$ cat src/rtl/mux_rr_if.sv
// Handshake and data bundle between several producers and one consumer of mux_rr.
//
// Valid/ready: a word moves across a channel on a rising clk edge where that
// channel's valid and ready are both 1. The sender holds data stable while valid
// is 1 and ready is 0. Ready may depend combinationally on valid.
interface mux_rr_if #(
    parameter int WIDTH    = 8,
    parameter int CHANNELS = 4
);
    localparam int SEL_W = $clog2(CHANNELS);

    logic                      mode;
    logic [SEL_W-1:0]          sel;
    logic [CHANNELS*WIDTH-1:0] in_data;
    logic [CHANNELS-1:0]       in_valid;
    logic [CHANNELS-1:0]       in_ready;
    logic [WIDTH-1:0]          out_data;
    logic                      out_valid;
    logic                      out_ready;
    logic [SEL_W-1:0]          out_chan;

    // Producer/consumer side: drives the inputs and the consumer's ready.
    modport master (
        output mode, sel, in_data, in_valid, out_ready,
        input  in_ready, out_data, out_valid, out_chan
    );

    // Mux side.
    modport slave (
        input  mode, sel, in_data, in_valid, out_ready,
        output in_ready, out_data, out_valid, out_chan
    );
endinterface

$ cat src/rtl/mux_rr.sv
// N-channel registered multiplexer with a fixed-select mode and a round-robin
// mode. One output register gives 1-cycle latency at one word per cycle.
module mux_rr #(
    parameter int WIDTH    = 8,
    parameter int CHANNELS = 4
) (
    input logic     clk,
    input logic     rst_n,
    mux_rr_if.slave bus
);
    localparam int SEL_W = $clog2(CHANNELS);

    logic [SEL_W-1:0]    ptr;
    logic                can_load;
    logic                grant_valid;
    logic [SEL_W-1:0]    grant_idx;
    logic                xfer;
    logic [WIDTH-1:0]    load_word;
    logic [CHANNELS-1:0] in_ready_d;
    logic                lo_found;
    logic                hi_found;
    logic [SEL_W-1:0]    lo_idx;
    logic [SEL_W-1:0]    hi_idx;

    // The output register can take a word when empty or while being drained.
    assign can_load = !bus.out_valid || bus.out_ready;
    assign xfer     = can_load && grant_valid;

    // Grant decision: fixed select, or the first valid channel at or after ptr,
    // falling back to the lowest valid channel when the scan wraps.
    always_comb begin
        grant_valid = 1'b0;
        grant_idx   = '0;
        lo_found    = 1'b0;
        hi_found    = 1'b0;
        lo_idx      = '0;
        hi_idx      = '0;
        if (!bus.mode) begin
            grant_idx = bus.sel;
            // sel beyond the last channel never matches, so it grants nothing
            for (int i = 0; i < CHANNELS; i++) begin
                if (bus.sel == SEL_W'(i) && bus.in_valid[i]) begin
                    grant_valid = 1'b1;
                end
            end
        end else begin
            for (int i = 0; i < CHANNELS; i++) begin
                if (bus.in_valid[i] && !lo_found) begin
                    lo_found = 1'b1;
                    lo_idx   = SEL_W'(i);
                end
                if (bus.in_valid[i] && !hi_found && i >= int'(ptr)) begin
                    hi_found = 1'b1;
                    hi_idx   = SEL_W'(i);
                end
            end
            grant_valid = lo_found;
            grant_idx   = hi_found ? hi_idx : lo_idx;
        end
    end

    // One-hot ready toward the granted producer, and the word it offers.
    always_comb begin
        in_ready_d = '0;
        load_word  = '0;
        for (int i = 0; i < CHANNELS; i++) begin
            in_ready_d[i] = can_load && grant_valid && (grant_idx == SEL_W'(i));
            if (grant_idx == SEL_W'(i)) begin
                load_word = bus.in_data[i*WIDTH +: WIDTH];
            end
        end
    end

    assign bus.in_ready = in_ready_d;

    // Output register: load on a transfer, clear valid when drained with no new word.
    always_ff @(posedge clk or negedge rst_n) begin
        if (!rst_n) begin
            bus.out_valid <= 1'b0;
            bus.out_data  <= '0;
            bus.out_chan  <= '0;
        end else if (xfer) begin
            bus.out_valid <= 1'b1;
            bus.out_data  <= load_word;
            bus.out_chan  <= grant_idx;
        end else if (bus.out_valid && bus.out_ready) begin
            bus.out_valid <= 1'b0;
        end
    end

    // Round-robin pointer moves past the winner only on round-robin transfers.
    always_ff @(posedge clk or negedge rst_n) begin
        if (!rst_n) begin
            ptr <= '0;
        end else if (xfer && bus.mode) begin
            ptr <= (grant_idx == SEL_W'(CHANNELS - 1)) ? '0 : grant_idx + SEL_W'(1);
        end
    end
endmodule

$ cat src/flat_wrapper.sv
// flat-port wrapper written by rule: the top's interface ports become plain ports
module mux_rr_flat 
#(
    parameter int WIDTH    = 8,
    parameter int CHANNELS = 4
)
  (clk, rst_n, bus_mode, bus_sel, bus_in_data, bus_in_valid, bus_out_ready, bus_in_ready, bus_out_data, bus_out_valid, bus_out_chan);
  mux_rr_if #(.WIDTH(WIDTH), .CHANNELS(CHANNELS)) bus_i ();
  input logic clk;
  input logic rst_n;
  input wire logic [$bits(bus_i.mode)-1:0] bus_mode;
  input wire logic [$bits(bus_i.sel)-1:0] bus_sel;
  input wire logic [$bits(bus_i.in_data)-1:0] bus_in_data;
  input wire logic [$bits(bus_i.in_valid)-1:0] bus_in_valid;
  input wire logic [$bits(bus_i.out_ready)-1:0] bus_out_ready;
  output wire logic [$bits(bus_i.in_ready)-1:0] bus_in_ready;
  output wire logic [$bits(bus_i.out_data)-1:0] bus_out_data;
  output wire logic [$bits(bus_i.out_valid)-1:0] bus_out_valid;
  output wire logic [$bits(bus_i.out_chan)-1:0] bus_out_chan;
  assign bus_i.mode = bus_mode;
  assign bus_i.sel = bus_sel;
  assign bus_i.in_data = bus_in_data;
  assign bus_i.in_valid = bus_in_valid;
  assign bus_i.out_ready = bus_out_ready;
  assign bus_in_ready = bus_i.in_ready;
  assign bus_out_data = bus_i.out_data;
  assign bus_out_valid = bus_i.out_valid;
  assign bus_out_chan = bus_i.out_chan;
  mux_rr #(.WIDTH(WIDTH), .CHANNELS(CHANNELS)) u_core (.clk(clk), .rst_n(rst_n), .bus(bus_i));
endmodule
$ cat config.mk
export PLATFORM = sky130hd
export DESIGN_NAME = mux_rr_flat
export DESIGN_NICKNAME = d
export VERILOG_FILES = /design/src/rtl/mux_rr_if.sv /design/src/rtl/mux_rr.sv /design/src/flat_wrapper.sv
export SDC_FILE = /design/constraint.sdc
export NUM_CORES = 1
export LEC_CHECK = 0
export CELL_PAD_IN_SITES_DETAIL_PLACEMENT = 1
export CELL_PAD_IN_SITES_GLOBAL_PLACEMENT = 2
export CORE_ASPECT_RATIO = 0.5
export CORE_MARGIN = 8
export CORE_UTILIZATION = 20
export CTS_CLUSTER_SIZE = 16
export DETAILED_ROUTE_END_ITERATION = 12
export PLACE_DENSITY = 0.76
export SYNTH_ARGS = -nofsm -noshare
export SYNTH_HDL_FRONTEND = slang
export SYNTH_SLANG_ARGS = --single-unit
$ cat constraint.sdc
create_clock -name clk -period 3.5 [get_ports clk]
set_input_delay 0.875 -clock clk [delete_from_list [all_inputs] [get_ports clk]]
set_output_delay 0.875 -clock clk [all_outputs]
set_load 0.01 [all_outputs]
# Word level (Yosys, flattened, before mapping)
# Cells that the tools add are included.
# word_totals
ramBits	0
regBits	13
latch_bits	0
out_inout_bits	15
in_bits	42
n_memories	0
wordCells	80
romBits	0
# op_classes
n_lt_le_gt_ge	3
n_mul	0
add_sub_neg	1
n_bitwise	0
shift	0
n_div	0
eq_ne	6
muxes	35
reduce_logical	31
# ops
operator	count
two-way mux 8 bit	4
two-way mux 1 bit	24
logical AND 1 bit	20
two-way mux 2 bit	7
equality test 2 bit, second input constant	4
logical NOT 1 bit	7
equality test 2 x 1 -> 1 bit, second input constant	2
>= comparator 1 x 2 -> 1 bit, first input constant	2
logical NOT 2 bit	2
adder 2 x 1 -> 2 bit, second input constant	1
>= comparator 2 bit, first input constant	1
nonzero test 2 bit	1
logical OR 1 bit	1

# Depth between registers and ports, before layout
# logic_depth
ltp_word	25
depth_mapped	10
ltp_nobuf	9

# Worst setup path after synthesis
# OpenSTA, ideal clock, no wires.
# synth_path
kind	input to output
from	input bus_in_valid[1]
to	output bus_in_ready[3]
slack_ps	138
n_path_buf	2
t_arrival_ps	2487
t_required_ps	2625
stages	7
path_cell_list	inv_1 -> o211a_1 -> o32ai_1 -> ha_1 -> buf_1 -> clkbuf_1 -> and2_1
# synth_via
elab_chain_len	17
elab_cells_between_ends	39
cone_classes	eq/ne: 1; mux: 23; reduce/logical: 15
# synth_lines
item	line_no	source
from (decl)	flat_wrapper.sv:14	input wire logic [$bits(bus_i.in_valid)-1:0] bus_in_valid;
logical AND 1 bit (2 in series)	mux_rr.sv:52	if (bus.in_valid[i] && !hi_found && i >= int'(ptr)) begin
two-way mux 1 bit	mux_rr.sv:52	
two-way mux 1 bit	mux_rr.sv:38	if (!bus.mode) begin
logical NOT 1 bit	mux_rr.sv:52	
logical AND 1 bit (2 in series)	mux_rr.sv:52	
two-way mux 1 bit	mux_rr.sv:52	
two-way mux 1 bit	mux_rr.sv:38	
logical NOT 1 bit	mux_rr.sv:52	
logical AND 1 bit	mux_rr.sv:52	
two-way mux 1 bit	mux_rr.sv:52	
two-way mux 1 bit	mux_rr.sv:38	
two-way mux 2 bit *	mux_rr.sv:58	grant_idx = hi_found ? hi_idx : lo_idx;
two-way mux 2 bit *	mux_rr.sv:38	
via u_core.grant_idx[0]	mux_rr.sv:16	logic [SEL_W-1:0] grant_idx;
equality test 2 bit *	mux_rr.sv:67	in_ready_d[i] = can_load && grant_valid && (grant_idx == SEL_W'(i));
logical AND 1 bit *	mux_rr.sv:67	
to (decl)	flat_wrapper.sv:16	output wire logic [$bits(bus_i.in_ready)-1:0] bus_in_ready;
# The timed path passes the listed nets; every way through them passes the cells marked *. The select of a mux whose other input is x is not followed.

# Final worst setup path
# Ends and elaborated chain as after synthesis.

==> summary.txt <==
Setup path
  – FF-to-FF path depth: 11
  – CP max-delay cell: dlygate4sd2_1
  – R2r setup slk: ~930 ps
  – Crit path largest cell delay: ~270 ps
  – Critical Path End Type: output pin
  – Worst path arrival time: 2480 ps
  – Kind of critical path: in2out
  – CP Launch Type: input pin
  – Top delay family on crit path: buffers and inverters
  – Crit-path cells: dlygate4sd2_1 -> buf_4 -> o211ai_1 -> a21oi_1 -> o31ai_1 -> buf_4 -> ha_1 -> and2_1 -> dlygate4sd2_1
  – Reg2reg end: u_core.bus.out_data[3]$_DFFE_PN0P_
  – Worst path bufs/invs: 4
  – CP Data Required Time: 2620 ps
  – Worst r2r src: u_core.ptr[1]$_DFFE_PN0P_
  – WP depth: 9
  – Worst Path Max Fanout: 4

Timing
  – Clk_skew: roughly 1.8 ps
  – Max Fclk: between 0.2 and 0.3 GHz
  – Endpoints failing setup: 0
  – Max_slew headroom: between 50% and 60%
  – Fin crit share: 95.9%
  – Final Hold Vio Count: 0
  – Min Clock Period, post-route: 3360 ps
  – RSZ-0062 raised after global routing: no
  – Setup TNS: 0 ps
  – Slew @ Worst Pin: 618 ps
  – Fin. max-slew vios: 0

Place
  – PortBufs: 56
  – Placed Cells: 236
  – Routability cong.: ~0.7
  – Final HPWL DP: 2840 um

Layout
  – Synthesis-to-finish area growth: 83.9%
  – Antenna Cells: 0
  – Commonest non-fill, non-tap cells in the layout: clkdlybuf4s50_1 (46), buf_4 (19), dfrtp_1 (13)
  – Finished Layout Cells: 245
  – Share of cells above drive strength 1: 24.0%
  – Final net count: 222
  – Most common cell after layout, fill and taps aside: clkdlybuf4s50_1

Min path
  – WHS Path Cells: 1
  – Type of the worst min-delay path: reg2reg
  – WHS Endpoint: u_core.bus.out_data[1]$_DFFE_PN0P_
  – Worst hold path startpoint: u_core.bus.out_data[1]$_DFFE_PN0P_

Floorplan
  – Die Width: 115 um
  – Die Ht: 65.3 um
  – Core Region: 4800 um2
  – Site row count: 18
  – Initial Util: roughly a fifth
  – Die area: 7490 um2
  – I/O pin total: 57

Clock tree
  – Clock root cell: clkbuf_8
  – Clock latency on the worst-skew pair: 240 ps
  – Clock slew at reported path FFs: 50 ps
  – Hold-fix buffers, CTS: 0
  – Clk sink count: 13
  – Bufs on Longest Clock Path: 2
  – CTS tree: yes
  – CTS Buf Count: 3
  – H-tree depth: 1

Global route
  – Grt met3 use: 2.10%
  – Total grt overflow: 0
  – Global routing's busiest layer: met2
  – M1 GR Usage: 10.3%
  – Initial antenna violation count: 0
  – First-pass GRT wire length: between 5000 and 6000 um
  – GRT Total Usage: 9.30%
  – Number of global-route vias before repair: ~1200
  – Grt met2 use: 17.9%
  – Largest net degree at the start of global routing: 17

Routing
  – Final WL: 3490 um
  – Detailed-route vias per instance: between 4 and 5
  – DRC: 0
  – Antenna viol nets, final: 0
  – Via count: slightly above 1000
  – 1st-iter DRT viols: 9
  – DRT Pass-1 Iters: 4
  – Routed len/inst: about 14 um

Synth
  – Synth top area share: 33.4%
  – Synthesized Nets: 147
  – Synth area leaders: dfrtp_1 (33%), mux2_2 (9.3%), mux2_4 (7.7%)
  – Seq cells post-synth: 13
  – Cell Area, Synth: about 970 um2
  – Unique masters post-synth: 26
  – Post-synthesis area per instance: 9.64 um2
  – Area leader, netlist: dfrtp_1
  – Synth Warn #: 0
  – Mapped Cells: 101
  – Register area share after synthesis: 33.4%

Power and ir drop
  – P per Cell Area: 465 nW/um2
  – P_leak: 0.772 nW
  – IR drop worst, VDD: ~0.16 mV
  – Power Total: 0.833 mW

Status
  – Outcome: finished, final reports clean

Flow run
  – # Max-Cap Violations: 0
==> kinds of logic (layout without fill, tap and decap cells) <==
logic type,Yosys count,after routing,share of synthesized area (%)
AO/OA/AOI/OAI,29,29,22.9
adder cells (fa/ha/maj),4,4,5.14
AND/OR/NAND/NOR,31,31,16.6
buffers and inverters,11,85,5.01
multiplexers,13,13,17.0
flip-flops,13,13,33.4
==> power by group <==
group | switching (mW) | internal, mW | total (mW)
combinational | 0.178 | 0.276 | 0.454
sequential | 0.0417 | 0.209 | 0.250
clock | 0.0482 | 0.0800 | 0.128
total | 0.268 | 0.565 | 0.833
==> flip-flops by register name (all words and copies together) (netlist names) <==
signal	flops
u_core.bus.out_data	8
u_core.bus.out_chan	2
u_core.ptr	2
u_core.bus.out_valid	1
==> per-stage QoR <==
step | setup WS, ps | utilization (%) | hold slack [ps] | instance area [um2]
detailed placement | -406 | 35.4 | 498 | 1700
floorplan | 138 | - | 531 | 973
global route | 20.0 | 37.3 | 523 | 1790
finish | 142 | 37.3 | 505 | 1790
global placement | -408 | 35.4 | 489 | 1700
CTS | 8.14 | 37.4 | 513 | 1790
==> worst reg2reg max path, delay by kind of cell (launching register included) <==
kind | cells | cell delay, ps
adders and majority gates | 1 | 200
and+or+nand+nor | 1 | 120
DFF | 1 | 440
buffers and inverters | 4 | 520
AOI/OAI and AO/OA | 4 | 890
muxes | 1 | 270
==> metal layers <==
metal,up-vias,share of wire (%)
met1,500,42
met3,2,3.9
met4,0,0.54
met5,-,0
li1,516,-
met2,20,54
==> what timing repair did <==
item,CTS,global route
gates resized for setup,15,6
setup endpoints to repair,4,4
buffers inserted,4,1
pin swaps,3,4
==> final cells by class <==
| type | count | area (um2) |
|---|---|---|
| Fill cell | 555 | 3010 |
| Timing Repair Buffer | 75 | 683 |
| Multi-Input combinational cell | 77 | 627 |
| Sequential cell | 13 | 325 |
| Tap cell | 70 | 87.6 |
| Clock buffer | 4 | 45.0 |
| Inverter | 6 | 22.5 |
==> synth_stat cells <==
cell type	number
a221oi_2	1
buf_6	1
dfrtp_1	13
o211ai_1	1
inv_1	6
mux2_2	8
and2_1	4
buf_1	1
or2b_1	1
nor3_1	1
nand2b_1	1
nor2_2	1
a22o_1	1
o32ai_1	1
clkbuf_1	3
a21oi_1	6
o31ai_1	8
nand2_1	11
o211a_1	1
a221oi_1	7
mux2_4	5
o41a_1	1
nor2b_1	10
ha_1	4
o21ai_0	2
nor2_1	2
==> worst max path at each step <==
stage                     from         endpoint  slack (ps)
6_report       bus_in_valid[1]  bus_in_ready[3]         140
3_3_place_gp   bus_in_valid[1]  bus_in_ready[1]        -410
5_1_grt        bus_in_valid[1]  bus_in_ready[3]          20
3_5_place_dp   bus_in_valid[1]  bus_in_ready[1]        -410
4_1_cts        bus_in_valid[2]  bus_in_ready[2]           8
2_1_floorplan  bus_in_valid[1]  bus_in_ready[3]         140
Note: power is estimated with default switching activity, not from simulation.
